[config.mk]
export PLATFORM = sky130hd
export DESIGN_NAME = sipo_receiver_8bit
export DESIGN_NICKNAME = d
export VERILOG_FILES = /design/src/rtl/sipo_receiver_8bit_pkg.sv /design/src/rtl/sipo_out_stage.sv /design/src/rtl/sipo_receiver_8bit.sv
export SDC_FILE = /design/constraint.sdc
export NUM_CORES = 1
export LEC_CHECK = 0
export CAP_MARGIN = 5
export CORE_AREA = 4 4 47 49
export CTS_BUF_LIST = sky130_fd_sc_hd__clkbuf_4 sky130_fd_sc_hd__clkbuf_8
export DETAILED_ROUTE_END_ITERATION = 12
export DIE_AREA = 0 0 51 53
export GPL_TIMING_DRIVEN = 0
export HOLD_SLACK_MARGIN = 0.12
export PLACE_DENSITY = 0.82
export SLEW_MARGIN = 20
export SYNTH_ARGS = -nofsm -noshare
export SYNTH_HDL_FRONTEND = slang
export SYNTH_SLANG_ARGS = --single-unit
export TNS_END_PERCENT = 20
[constraint.sdc]
create_clock -name clk -period 4.4 [get_ports clk]
set_clock_uncertainty 0.2 [all_clocks]
set_input_delay 1.1 -clock clk [delete_from_list [all_inputs] [get_ports clk]]
set_output_delay 1.1 -clock clk [all_outputs]
set_load 0.01 [all_outputs]
[src/rtl/sipo_receiver_8bit_pkg.sv]
// Shared types and constants for the 8-bit serial-in / parallel-out receiver.
package sipo_receiver_8bit_pkg;

  localparam int BYTE_W = 8;
  localparam int CNT_W  = 4;

  typedef enum logic {
    IDLE  = 1'b0,
    SHIFT = 1'b1
  } state_t;

  // One shift step. The bit order decides which end of the register the new bit enters.
  function automatic logic [BYTE_W-1:0] shift_in(input logic [BYTE_W-1:0] sr,
                                                 input logic              b,
                                                 input logic              msb_first);
    return msb_first ? {sr[BYTE_W-2:0], b} : {b, sr[BYTE_W-1:1]};
  endfunction

endpackage

[src/rtl/sipo_out_stage.sv]
// Output holding register: keeps the last completed byte until the consumer takes it.
// A byte that completes while an unconsumed one is held is dropped and flagged.
module sipo_out_stage
  import sipo_receiver_8bit_pkg::*;
(
  input  logic              clk,
  input  logic              reset,
  input  logic              load,
  input  logic [BYTE_W-1:0] load_data,
  input  logic              data_ready,
  input  logic              overrun_clr,
  output logic [BYTE_W-1:0] data_out,
  output logic              data_valid,
  output logic              overrun
);

  logic accept;
  logic drop;

  // A held byte is consumed when valid meets ready; the slot is then free
  // for a byte completing on the very same edge.
  assign accept = data_valid & data_ready;
  assign drop   = load & data_valid & ~data_ready;

  // Holding register, valid flag and sticky overrun (set beats clear).
  always_ff @(posedge clk) begin
    if (reset) begin
      data_out   <= '0;
      data_valid <= 1'b0;
      overrun    <= 1'b0;
    end else begin
      if (load && (!data_valid || data_ready)) begin
        data_out   <= load_data;
        data_valid <= 1'b1;
      end else if (accept) begin
        data_valid <= 1'b0;
      end

      if (drop) begin
        overrun <= 1'b1;
      end else if (overrun_clr) begin
        overrun <= 1'b0;
      end
    end
  end

endmodule

[src/rtl/sipo_receiver_8bit.sv]
// 8-bit serial receiver: framing FSM and shift register, feeding a handshaked output stage.
module sipo_receiver_8bit
  import sipo_receiver_8bit_pkg::*;
#(
  parameter bit MSB_FIRST = 1'b1
) (
  input  logic              clk,
  input  logic              reset,
  input  logic              sin_valid,
  input  logic              sin,
  input  logic              sin_start,
  input  logic              data_ready,
  input  logic              overrun_clr,
  output logic [BYTE_W-1:0] data_out,
  output logic              data_valid,
  output logic              busy,
  output logic              overrun
);

  state_t            state_reg;
  logic [BYTE_W-1:0] sr_reg;
  logic [CNT_W-1:0]  cnt_reg;

  logic [BYTE_W-1:0] sr_next;
  logic              byte_done;

  // A start bit always begins a new frame, so the 8th bit of a frame is
  // never itself a start bit; a restart simply discards the partial frame.
  assign sr_next   = shift_in(sr_reg, sin, MSB_FIRST);
  assign byte_done = sin_valid && !sin_start && (state_reg == SHIFT)
                     && (cnt_reg == CNT_W'(BYTE_W - 1));
  assign busy      = (state_reg == SHIFT);

  // Framing FSM with the shift register and bit counter.
  always_ff @(posedge clk) begin
    if (reset) begin
      state_reg <= IDLE;
      sr_reg    <= '0;
      cnt_reg   <= '0;
    end else if (sin_valid) begin
      if (sin_start) begin
        sr_reg    <= sr_next;
        cnt_reg   <= CNT_W'(1);
        state_reg <= SHIFT;
      end else if (state_reg == SHIFT) begin
        sr_reg <= sr_next;
        if (byte_done) begin
          cnt_reg   <= '0;
          state_reg <= IDLE;
        end else begin
          cnt_reg <= cnt_reg + CNT_W'(1);
        end
      end
    end
  end

  sipo_out_stage u_out_stage (
    .clk         (clk),
    .reset       (reset),
    .load        (byte_done),
    .load_data   (sr_next),
    .data_ready  (data_ready),
    .overrun_clr (overrun_clr),
    .data_out    (data_out),
    .data_valid  (data_valid),
    .overrun     (overrun)
  );

endmodule
==> results.cfg, run 1 <==
[routing]
drt_pass1_iterations = 4
wl_per_cell_um = 13.7
drt-initial-drc-count = 31
num_vias = 884
final_antenna_net_count = 0
via_per_inst = 5.56
drc = 0
wl_um = 2170

[worst_hold_path]
hold_path.class = flip-flop to flip-flop

[global_routing]
grt_overflow = 0
grt_pass1_vias = 790
grt_pass1_wl_um = 3570
grt_max_degree = 13
grt_usage_pct = 17.7
antenna_found_initial = 0

[pwr]
power_density_mw_per_mm2 = 287
p_total_w = 0.000338
ir_drop_mv = 0.203
leakage_nw = 0.395

[clocking]
cts_sinks = 22
ctsResizeCount = 0
cts_tree = done
cts_hold_buf = 0
post_cts.repair.setup_buffers = 0
clk_pin_slew_ns = 0.12
insertion_delay_ns = 0.30
cts_root_buf = clkbuf_4
h-tree-depth = 1
numCtsBuffers = 3
clock_path_buffers = 2

[final_layout]
syn_to_final_growth_pct = 22.9
largest_reg_flops = 8
drive_gt1_share_pct = 9.85
nNetsFinal = 141
stdcell_area_sq_mm = 0.00118
final_util_pct = 63.4
n_antenna_cell = 0

[outcome]
run_status = finished clean

[synth]
synth_common_cells = dfxtp_1, a21oi_1, nand2_1
ys_ff_latch = 22
async_flop_share_pct = 0
yosysMostFrequentCell = dfxtp_1
synth-edff-count = 0
synth_ff_type = dfxtp_1
yosysTopAreaCellShare_pct = 45.9
ys_warn_count = 0
syn_inst = 113
syn_nets = 121
seq_area_frac_synth_pct = 45.9
avgSynthCellArea_sq_um = 8.49
synth_area_sq_um = 960
yosys.area.top_type = dfxtp_1
synth_cell_types = 26
synth_area_leaders = dfxtp_1, a21oi_1, nand2_1

[worst_setup_path]
critPathArrivalTime_ns = 1.22
max_stage_delay_ns = 0.56
timing.critical_path.slowest_stage_cell = clkdlybuf4s50_1
crit_buf_inv = 1
cp_max_fo = 2
cp_cell_sequence = clkdlybuf4s50_1
cp.required_ns = 3.10
cp_top_family = buffers and inverters
worstSetupPathType = flip-flop to output pin
endpoint_kind = output pin
start_kind = flip-flop

[die]
die_area_sq_mm = 0.00270
core_sq_mm = 0.00186
die_x_um = 51
fp-row-count = 16
fp.dieH_um = 53
ioPinCount = 18
initial_core_util_pct = 51.5

[timing]
slew_viol_final = 0
fmax_ghz = 0.398
fin_setup_tns_ns = 0
slew_headroom_pct = 68.9
min_period_ns = 2.52
finalCritPeriodShare_pct = 57.2
rsz0062_at_grt = false
worst_slew_pin_slew_ns = 0.467
setup_violations = 0
hold_viol = 0
whs_ns = 0.273

[place]
dp_hpwl_um = 1590
place_area_sq_mm = 0.00114
io_buffer_count = 15
finalWeightedCongestion = 0.799

[flow_run]
maxCapViolCount = 0
[layer usage]
| metal | vias to the layer above | GRT usage (%) | wire length [um] |
|---|---|---|---|
| met5 | - | 0 | 0 |
| met4 | 0 | 7.17 | 40 |
| li1 | 448 | - | - |
| met2 | 31 | 30.0 | 1030 |
| met1 | 398 | 21.4 | 964 |
| met3 | 7 | 4.23 | 138 |
[report_power, final]
group          switching (W)  internal, W
logic              0.0000138    0.0000106
clock network      0.0000600    0.0000504
registers         0.00000219     0.000201
total              0.0000760     0.000262
[logic make-up (layout without fill, tap and decap cells)]
logic type	count (synthesis)	in the layout	share of synthesized area (%)
adders and majority gates	1	1	1.30
AOI/OAI and AO/OA	37	37	23.3
and+or+nand+nor	40	40	22.0
DFF	22	22	45.9
buffers and inverters	13	32	7.43
[layout by cell type, fill, tap and decap left out, types with 3 or more instances in the layout]
cell type        instances
clkbuf_4                 3
nand2_1                 19
clkdlybuf4s50_1         15
nand4_1                  9
dfxtp_1                 22
clkbuf_1                 4
a21oi_1                 21
buf_2                    3
nor2_1                   4
o31ai_1                  8
[area by class of cell]
class                           instances  area, sq um
Fill cell                             168          682
Multi-Input combinational cell         78          448
Sequential cell                        22          440
Timing Repair Buffer                   15          150
Buffer                                 10         60.1
Clock buffer                            4         36.3
Tap cell                               27         33.8
Inverter                                3         11.3
[through the flow]
step,instances,setup WS (ns)
floorplan,113,2.19
global placement,155,1.91
detailed placement,155,1.84
CTS,159,1.87
global route,159,1.82
finish,159,1.88
[worst paths after layout]
path,from,endpoint,slack (ns),depth (start not counted)
hold / removal,sr_reg[6]$_SDFFE_PP0P_,sr_reg[6]$_SDFFE_PP0P_,0.27,2
setup reg to reg,cnt_reg[0]$_SDFFE_PP0P_,u_out_stage.data_out[0]$_SDFFE_PP0P_,2.63,4
hold reg to reg,sr_reg[6]$_SDFFE_PP0P_,sr_reg[6]$_SDFFE_PP0P_,0.27,2
setup / recovery,u_out_stage.data_out[2]$_SDFFE_PP0P_,data_out[2],1.88,1
[tightest hold or removal path: cells and delay by family (launching register included)]
kind,cells,cell delay [ns]
flip-flops,1,0.33
AND/OR/NAND/NOR,1,0.05
AO/OA/AOI/OAI,1,0.05
Note: power is estimated with default switching activity, not from simulation.
==> inputs of run 2 (changes only) <==
- CORE_AREA: 4 4 47 49 -> 4 4 48 50
- DIE_AREA: 0 0 51 53 -> 0 0 52 54
- PLACE_DENSITY: 0.82 -> 0.79
- clock period: 4.4 -> 2.5 ns (I/O delays scaled with it)
==> results.cfg, run 2 (synthesis gave the netlist of run 1 again) <==
[worst_setup_path]
cp_top_family = buffers and inverters
cp.required_ns = 1.67
max_stage_delay_ns = 0.54
worstSetupPathType = flip-flop to output pin
endpoint_kind = output pin
cp_cell_sequence = clkdlybuf4s50_1
start_kind = flip-flop
critPathArrivalTime_ns = 1.21
timing.critical_path.slowest_stage_cell = clkdlybuf4s50_1
cp_max_fo = 2
rr_worst_depth = 4
crit_buf_inv = 1
cp.depth = 1

[global_routing]
grt_pass1_wl_um = 3410
grt_usage_pct = 16.4
grt_pass1_vias = 741
grt_max_degree = 12
grt_overflow = 0
antenna_found_initial = 0

[clocking]
h-tree-depth = 1
clk_pin_slew_ns = 0.11
numCtsBuffers = 3
clock_path_buffers = 2
insertion_delay_ns = 0.30
cts_root_buf = clkbuf_4
cts_hold_buf = 0
ctsResizeCount = 0
cts_sinks = 22
cts_tree = done
post_cts.repair.setup_buffers = 0

[place]
dp_cells = 155
place_ws_ns = 0.444
dp_hpwl_um = 1440
finalWeightedCongestion = 0.795
io_buffer_count = 15

[worst_hold_path]
hold_path.class = flip-flop to flip-flop
hold_depth = 2

[die]
fp-row-count = 16
die_x_um = 52
fp.dieH_um = 54
ioPinCount = 18
core_sq_mm = 0.00190
die_area_sq_mm = 0.00281
initial_core_util_pct = 50.5

[routing]
drt-initial-drc-count = 22
final_antenna_net_count = 0
drc = 0
wl_um = 2060
wl_per_cell_um = 13.0
num_vias = 868
via_per_inst = 5.49
drt_pass1_iterations = 4

[outcome]
run_status = finished clean

[final_layout]
n_antenna_cell = 0
largest_reg_flops = 8
final_util_pct = 61.3
finalNonFillerCells = 158
drive_gt1_share_pct = 9.16
layout_commonest_cell = dfxtp_1
nNetsFinal = 141
syn_to_final_growth_pct = 21.5
layout_common_cells = dfxtp_1, a21oi_1, nand2_1, clkdlybuf4s50_1, nand4_1

[flow_run]
maxCapViolCount = 0

[timing]
setup_ws_ns = 0.469
fin_setup_tns_ns = 0
rsz0062_at_grt = false
worst_slew_pin_slew_ns = 0.464
slew_headroom_pct = 69.1
setup_violations = 0
finalCritPeriodShare_pct = 81.3
min_period_ns = 2.03
hold_viol = 0
slew_viol_final = 0
fmax_ghz = 0.492

[pwr]
leakage_nw = 0.388
power_density_mw_per_mm2 = 479
ir_drop_mv = 0.289
p_total_w = 0.000558
[run 2: metal layers]
| layer | up-vias | global-route usage (%) | share of wire [%] |
|---|---|---|---|
| met5 | - | 0 | 0 |
| met4 | 0 | 7.86 | 0.58 |
| met3 | 2 | 3.32 | 4.9 |
| met2 | 21 | 25.1 | 45 |
| met1 | 396 | 21.8 | 50 |
| li1 | 449 | - | - |
[run 2: area by class of cell]
cell class                      instances  area [sq um]
Inverter                                3          11.3
Buffer                                 10          60.1
Tap cell                               27          33.8
Clock buffer                            3          22.5
Timing Repair Buffer                   15           150
Fill cell                             170           736
Sequential cell                        22           440
Multi-Input combinational cell         78           448
[run 2: final timing paths]
check,from,to,slack (ns)
min reg2reg,sr_reg[6]$_SDFFE_PP0P_,sr_reg[6]$_SDFFE_PP0P_,0.26
max,busy$_SDFFE_PP0P_,busy,0.47
min,sr_reg[6]$_SDFFE_PP0P_,sr_reg[6]$_SDFFE_PP0P_,0.26
max reg2reg,cnt_reg[0]$_SDFFE_PP0P_,u_out_stage.data_out[5]$_SDFFE_PP0P_,0.76
[run 2: report_power, final]
group          switching [W]  internal (W)  total [W]  leakage [nW]
Sequential        0.00000385      0.000354   0.000358         0.178
Combinational      0.0000242     0.0000186  0.0000428         0.196
Clock               0.000101     0.0000562   0.000157        0.0138
[run 2: per-stage QoR]
step | instance area, sq um | hold slack (ns)
2_1_floorplan | 960 | 0.237
3_3_place_gp | 1140 | 0.243
3_5_place_dp | 1140 | 0.248
4_1_cts | 1170 | 0.267
5_1_grt | 1170 | 0.288
6_report | 1170 | 0.265
